--- config.mk ---
export PLATFORM = sky130hd
export DESIGN_NAME = pipeline_run_ctrl_flat
export DESIGN_NICKNAME = d
export VERILOG_FILES = /design/src/rtl/pipeline_run_ctrl_if.sv /design/src/rtl/pipeline_run_ctrl.sv /design/src/flat_wrapper.sv
export SDC_FILE = /design/constraint.sdc
export NUM_CORES = 1
export LEC_CHECK = 0
export CORE_ASPECT_RATIO = 0.75
export CORE_MARGIN = 1.5
export CORE_UTILIZATION = 41
export CTS_BUF_LIST = sky130_fd_sc_hd__clkbuf_4
export CTS_CLUSTER_DIAMETER = 50
export CTS_CLUSTER_SIZE = 10
export DETAILED_ROUTE_END_ITERATION = 10
export PLACE_DENSITY = 0.76
export SLEW_MARGIN = 30
export SYNTH_ARGS = -nofsm -noshare
export SYNTH_HDL_FRONTEND = slang
export SYNTH_SLANG_ARGS = --single-unit
--- constraint.sdc ---
create_clock -name clock_i -period 2.4 [get_ports clock_i]
set_input_delay 0.48 -clock clock_i [delete_from_list [all_inputs] [get_ports clock_i]]
set_output_delay 0.48 -clock clock_i [all_outputs]
set_load 0.05 [all_outputs]
--- src/rtl/pipeline_run_ctrl_if.sv ---
// Request/status bundle between the debug unit and pipeline_run_ctrl.
// master: debug unit / driver side. slave: the run controller.
interface pipeline_run_ctrl_if #(
  parameter int unsigned N_STAGES = 5,
  parameter int unsigned NB_CNT   = 32
);
  logic                start_i;
  logic                step_mode_i;
  logic                step_req_i;
  logic                clear_i;
  logic                stall_i;
  logic                flush_i;
  logic                halt_wb_i;
  logic [N_STAGES-1:0] stage_en_o;
  logic                bubble_o;
  logic                flush_o;
  logic [1:0]          state_o;
  logic                active_o;
  logic                done_o;
  logic [NB_CNT-1:0]   cycle_cnt_o;
  logic [NB_CNT-1:0]   stall_cnt_o;

  modport master (
    output start_i, step_mode_i, step_req_i, clear_i, stall_i, flush_i, halt_wb_i,
    input  stage_en_o, bubble_o, flush_o, state_o, active_o, done_o, cycle_cnt_o, stall_cnt_o
  );

  modport slave (
    input  start_i, step_mode_i, step_req_i, clear_i, stall_i, flush_i, halt_wb_i,
    output stage_en_o, bubble_o, flush_o, state_o, active_o, done_o, cycle_cnt_o, stall_cnt_o
  );
endinterface

--- src/rtl/pipeline_run_ctrl.sv ---
// Run/step controller for the N-stage pipeline: per-stage enables, stall bubbles,
// flush gating, halt-to-done sequencing and saturating debug counters.
// Optional: define PIPE_RUN_CTRL_STALL_CNT_EN to build the stall counter;
// otherwise stall_cnt_o is tied to 0.
module pipeline_run_ctrl #(
  parameter int unsigned N_STAGES    = 5,
  parameter int unsigned STALL_DEPTH = 2,
  parameter int unsigned NB_CNT      = 32
) (
  input logic                clock_i,
  input logic                reset_i,
  pipeline_run_ctrl_if.slave bus
);

  typedef enum logic [1:0] {
    StIdle     = 2'd0,
    StRun      = 2'd1,
    StStepWait = 2'd2,
    StDone     = 2'd3
  } state_e;

  localparam logic [NB_CNT-1:0] CntOne = {{(NB_CNT-1){1'b0}}, 1'b1};

  state_e              state_q, state_d;
  logic                adv;
  logic                cnt_clr;
  logic [N_STAGES-1:0] stage_en;
  logic                bubble;
  logic                flush;
  logic [NB_CNT-1:0]   cycle_cnt_q, cycle_cnt_d;
  logic [NB_CNT-1:0]   stall_cnt;

  // Next-state decode and advance qualifier.
  always_comb begin
    state_d = state_q;
    adv     = 1'b0;
    cnt_clr = 1'b0;
    unique case (state_q)
      StIdle: begin
        if (bus.start_i) begin
          cnt_clr = 1'b1;
          state_d = bus.step_mode_i ? StStepWait : StRun;
        end
      end
      StRun: begin
        adv = 1'b1;
        if (bus.halt_wb_i) state_d = StDone;
      end
      StStepWait: begin
        adv = bus.step_req_i;
        // A halt seen while frozen has already retired, so no step is needed.
        if (bus.halt_wb_i) state_d = StDone;
      end
      StDone: begin
        if (bus.clear_i) state_d = StIdle;
      end
    endcase
  end

  // Per-stage enables; a stall freezes the front STALL_DEPTH groups and inserts a bubble.
  always_comb begin
    stage_en = '0;
    bubble   = 1'b0;
    flush    = 1'b0;
    if (adv) begin
      for (int unsigned i = 0; i < N_STAGES; i++) begin
        stage_en[i] = ~(bus.stall_i & (i < STALL_DEPTH));
      end
      bubble = bus.stall_i;
      // Stall wins: a branch resolved on stale operands must not flush.
      flush  = bus.flush_i & ~bus.stall_i;
    end
  end

  // Saturating cycle counter next value.
  always_comb begin
    cycle_cnt_d = cycle_cnt_q;
    if (cnt_clr) begin
      cycle_cnt_d = '0;
    end else if (adv && (cycle_cnt_q != {NB_CNT{1'b1}})) begin
      cycle_cnt_d = cycle_cnt_q + CntOne;
    end
  end

  // State and cycle counter registers.
  always_ff @(posedge clock_i) begin
    if (!reset_i) begin
      state_q     <= StIdle;
      cycle_cnt_q <= '0;
    end else begin
      state_q     <= state_d;
      cycle_cnt_q <= cycle_cnt_d;
    end
  end

`ifdef PIPE_RUN_CTRL_STALL_CNT_EN
  logic [NB_CNT-1:0] stall_cnt_q, stall_cnt_d;

  // Saturating stall counter next value.
  always_comb begin
    stall_cnt_d = stall_cnt_q;
    if (cnt_clr) begin
      stall_cnt_d = '0;
    end else if (adv && bus.stall_i && (stall_cnt_q != {NB_CNT{1'b1}})) begin
      stall_cnt_d = stall_cnt_q + CntOne;
    end
  end

  // Stall counter register.
  always_ff @(posedge clock_i) begin
    if (!reset_i) begin
      stall_cnt_q <= '0;
    end else begin
      stall_cnt_q <= stall_cnt_d;
    end
  end

  assign stall_cnt = stall_cnt_q;
`else
  assign stall_cnt = '0;
`endif

  assign bus.stage_en_o  = stage_en;
  assign bus.bubble_o    = bubble;
  assign bus.flush_o     = flush;
  assign bus.active_o    = adv;
  assign bus.state_o     = state_q;
  assign bus.done_o      = (state_q == StDone);
  assign bus.cycle_cnt_o = cycle_cnt_q;
  assign bus.stall_cnt_o = stall_cnt;

endmodule

--- src/flat_wrapper.sv ---
// flat-port wrapper written by rule: the top's interface ports become plain ports
module pipeline_run_ctrl_flat 
#(
  parameter int unsigned N_STAGES    = 5,
  parameter int unsigned STALL_DEPTH = 2,
  parameter int unsigned NB_CNT      = 32
)
  (clock_i, reset_i, bus_start_i, bus_step_mode_i, bus_step_req_i, bus_clear_i, bus_stall_i, bus_flush_i, bus_halt_wb_i, bus_stage_en_o, bus_bubble_o, bus_flush_o, bus_state_o, bus_active_o, bus_done_o, bus_cycle_cnt_o, bus_stall_cnt_o);
  pipeline_run_ctrl_if #(.N_STAGES(N_STAGES), .NB_CNT(NB_CNT)) bus_i ();
  input logic clock_i;
  input logic reset_i;
  input wire logic [$bits(bus_i.start_i)-1:0] bus_start_i;
  input wire logic [$bits(bus_i.step_mode_i)-1:0] bus_step_mode_i;
  input wire logic [$bits(bus_i.step_req_i)-1:0] bus_step_req_i;
  input wire logic [$bits(bus_i.clear_i)-1:0] bus_clear_i;
  input wire logic [$bits(bus_i.stall_i)-1:0] bus_stall_i;
  input wire logic [$bits(bus_i.flush_i)-1:0] bus_flush_i;
  input wire logic [$bits(bus_i.halt_wb_i)-1:0] bus_halt_wb_i;
  output wire logic [$bits(bus_i.stage_en_o)-1:0] bus_stage_en_o;
  output wire logic [$bits(bus_i.bubble_o)-1:0] bus_bubble_o;
  output wire logic [$bits(bus_i.flush_o)-1:0] bus_flush_o;
  output wire logic [$bits(bus_i.state_o)-1:0] bus_state_o;
  output wire logic [$bits(bus_i.active_o)-1:0] bus_active_o;
  output wire logic [$bits(bus_i.done_o)-1:0] bus_done_o;
  output wire logic [$bits(bus_i.cycle_cnt_o)-1:0] bus_cycle_cnt_o;
  output wire logic [$bits(bus_i.stall_cnt_o)-1:0] bus_stall_cnt_o;
  assign bus_i.start_i = bus_start_i;
  assign bus_i.step_mode_i = bus_step_mode_i;
  assign bus_i.step_req_i = bus_step_req_i;
  assign bus_i.clear_i = bus_clear_i;
  assign bus_i.stall_i = bus_stall_i;
  assign bus_i.flush_i = bus_flush_i;
  assign bus_i.halt_wb_i = bus_halt_wb_i;
  assign bus_stage_en_o = bus_i.stage_en_o;
  assign bus_bubble_o = bus_i.bubble_o;
  assign bus_flush_o = bus_i.flush_o;
  assign bus_state_o = bus_i.state_o;
  assign bus_active_o = bus_i.active_o;
  assign bus_done_o = bus_i.done_o;
  assign bus_cycle_cnt_o = bus_i.cycle_cnt_o;
  assign bus_stall_cnt_o = bus_i.stall_cnt_o;
  pipeline_run_ctrl #(.N_STAGES(N_STAGES), .STALL_DEPTH(STALL_DEPTH), .NB_CNT(NB_CNT)) u_core (.clock_i(clock_i), .reset_i(reset_i), .bus(bus_i));
endmodule
==> impl_metrics.yaml <==
worst_hold_path:
  min_path_type: "flop to flop"
  min_path_cells: 2
clocking:
  clock_latency_ns: 0.33
  htreeDepth: 2
  ctsRootBufferMaster: "clkbuf_4"
  cts.sinks: 34
  hold_buffers: 0
  clk_pin_slew_ns: 0.10
  clk_path_buf_depth: 2
  cts_buffers: 5
  cts_tree: "yes"
setup_path:
  crit_path_end: "bus_active_o"
  cp_max_fo: 5
  r2r_start: "u_core.bus.cycle_cnt_o[0]"
  worstSetupPathType: "flop to output pin"
  slowest_delay_ns: 0.39
  startpoint_type: "flop"
  r2r_cells: 6
  required_ns: 1.92
  cp-startpoint: "u_core.bus.state_o[0]"
  timing.rr.end: "u_core.bus.cycle_cnt_o[29]"
  cp-end-kind: "output pin"
  rrSetupSlack_ns: 0.19
  crit_slowest_cell: "dfxtp_4"
  crit_path_cell_trace: "inv_2, ha_1, a21o_1, nand2_2, buf_4, clkinvlp_4, buf_12"
  critPathArrivalTime_ns: 1.81
timing:
  layout_setup_ws_ns: 0.111
  maxSlewHeadroom_pct: 61.0
  finClkSkew_ns: 0.00813
  slew_viol_final: 0
  setup_violations: 0
  worst_pin_slew_ns: 0.584
  fin_crit_ns: 2.29
  period_share_pct: 95.4
  final_hold_viol_count: 0
  max_freq_mhz: 437
place:
  dpl_cell_area_um2: 2660
  hpwlAfterDp_mm: 3.75
  place.gp.congestion: 0.828
  place.port_buffers: 51
  pre_cts_ws_ns: 0.0997
detailed_routing:
  dr.first_iter.drc_count: 92
  drtAntennaViolNets: 0
  route.vias.total: 1974
  wl_mm: 5.06
  avgViaCountPerCell: 5.34
  first_pass_iters: 4
  post-route-drc-count: 0
  routedWlPerCell_um: 13.7
global_route:
  grt_usage_pct: 18.7
  antenna_found_initial: 0
  grt_max_degree: 36
  overflow: 0
  grt_pass1_wl_mm: 8.38
  grt_pass1_vias: 1746
yosys:
  synthArstFlopShare_pct: 0
  ys_ff_latch: 34
  synth_area_um2: 2130
  synthDistinctLibCells: 42
  syn_area_per_cell_um2: 8.33
  yosysWarnings: 0
  synthFlopType: "dfxtp_1"
  synthCells: 256
  synth_edf_count: 0
  yosysSeqAreaShare_pct: 31.9
finish:
  final_layout_size_suffix_gt1_share_pct: 12.3
  design_area_um2: 2740
  register_area_um2: 688
  fillCellCount: 460
  antennaDiodeCount: 0
  syn_to_final_growth_pct: 28.6
  multiInputGateArea_um2: 1270
  nets: 324
floorplanning:
  start_util_pct: 43.0
  rows: 22
  fp.dieW_um: 86.3
  die_area_um2: 5650
  pin_count: 84
  core_um2: 4950
  die_h_um: 65.5
outcome:
  status: "completed"
run:
  cap_viol_max_count: 0
power:
  irDropWorstVdd_uv: 724
  p_leak_nw: 1.03
  powerDensity_nw_per_um2: 736
[worst min-delay path by stage]
stage,start,end,slack (ns)
after floorplan,reset_i,u_core.bus.state_o[1],0.61
after global placement,u_core.bus.cycle_cnt_o[27],u_core.bus.cycle_cnt_o[27],0.49
after detailed placement,u_core.bus.cycle_cnt_o[22],u_core.bus.cycle_cnt_o[22],0.49
after CTS,u_core.bus.cycle_cnt_o[22],u_core.bus.cycle_cnt_o[22],0.51
after global routing,u_core.bus.cycle_cnt_o[22],u_core.bus.cycle_cnt_o[22],0.54
final,u_core.bus.cycle_cnt_o[22],u_core.bus.cycle_cnt_o[22],0.51
[power by group]
part           internal [mW]  switching (mW)
clock                  0.104           0.192
sequential             0.596          0.0316
combinational          0.399           0.696
total                   1.10           0.920
[stage by stage]
step | instances | TNS, ns | total power [mW] | hold WS, ns | util [%]
2_1_floorplan | 287 | 0 | 1.39 | 0.606 | -
4_1_cts | 369 | 0 | 1.96 | 0.506 | 54.8
5_1_grt | 370 | -0.0338 | 2.13 | 0.541 | 55.3
3_3_place_gp | 361 | 0 | 1.64 | 0.489 | 53.7
6_report | 370 | 0 | 2.02 | 0.505 | 55.3
3_5_place_dp | 361 | 0 | 1.66 | 0.491 | 53.7
[final cells by class]
cell class | instances | share of cell area (%)
flip-flops and latches | 34 | 25.1
clock inverters | 3 | 0.411
inverters | 6 | 0.958
well taps | 60 | 2.74
repair buffers | 57 | 23.2
clock buffers | 5 | 1.37
multi-input cells | 205 | 46.2
[worst max-delay path, delay by kind of cell, from the launching register on]
family,cells,cell delay [ns]
buffers and inverters,4,0.60
adders and majority gates,1,0.20
and+or+nand+nor,1,0.09
DFF,1,0.39
AOI/OAI and AO/OA,1,0.21
[state kept, by name, summed over array words and instances (netlist names)]
register and count:
u_core.bus.cycle_cnt_o 32, u_core.bus.state_o 2
[cell usage in the layout (no fill, tap or decap), drive strengths merged, types with 5 or more instances in the layout]
cell type and count:
a21oi 24, nand3 9, or4 11, nor2 14, buf 14, ha 6, dfxtp 34, o21ai 13
clkbuf 5, nand2 23, clkdlybuf4s50 43, xnor2 5, o31ai 9, conb 32, nand4 11, inv 5
or3 12
[cells in the mapped netlist (3+ instances only)]
cell type | instances | area share (%)
nand4_1 | 8 | 2.3
mux2i_1 | 3 | 1.4
a21oi_1 | 24 | 5.6
nand2_1 | 23 | 4.0
o31ai_1 | 9 | 3.2
or3_1 | 12 | 3.5
and3_1 | 4 | 1.2
a31oi_1 | 4 | 1.2
dfxtp_1 | 34 | 32
and4_1 | 3 | 1.2
nor2_1 | 14 | 2.5
ha_1 | 6 | 3.5
and2_1 | 3 | 0.88
o21ai_0 | 11 | 2.6
clkbuf_1 | 3 | 0.53
or4_1 | 11 | 3.9
xnor2_1 | 5 | 2.1
buf_4 | 36 | 13
nand3_1 | 9 | 2.1
inv_1 | 6 | 1.1
or2_2 | 3 | 0.88
[logic make-up (layout without fill, tap and decap cells)]
family / Yosys count / after routing / share of synthesized area, %
AND/OR/NAND/NOR: 98 / 98 / 27.5
XOR/XNOR: 5 / 5 / 2.05
adder cells (fa/ha/maj): 6 / 6 / 3.52
multiplexers: 3 / 3 / 1.41
AO/OA/AOI/OAI: 61 / 61 / 18.2
other: 1 / 32 / 0.176
flip-flops: 34 / 34 / 31.9
buffers and inverters: 48 / 71 / 15.2
[metal layers]
| metal | routed length, um | GRT usage [%] |
|---|---|---|
| met1 | 2470 | 26.3 |
| met3 | 283 | 4.15 |
| met2 | 2240 | 29.1 |
| met4 | 55 | 4.23 |
| met5 | 0 | 0 |
[timing repair]
item / CTS / global route
endpoints found under the setup margin: 4 / 7
setup buffers: 0 / 1
pin swaps: 0 / 2
resized for setup: 2 / 5
gates cloned: 0 / 0
Note: power is estimated with default switching activity, not from simulation.
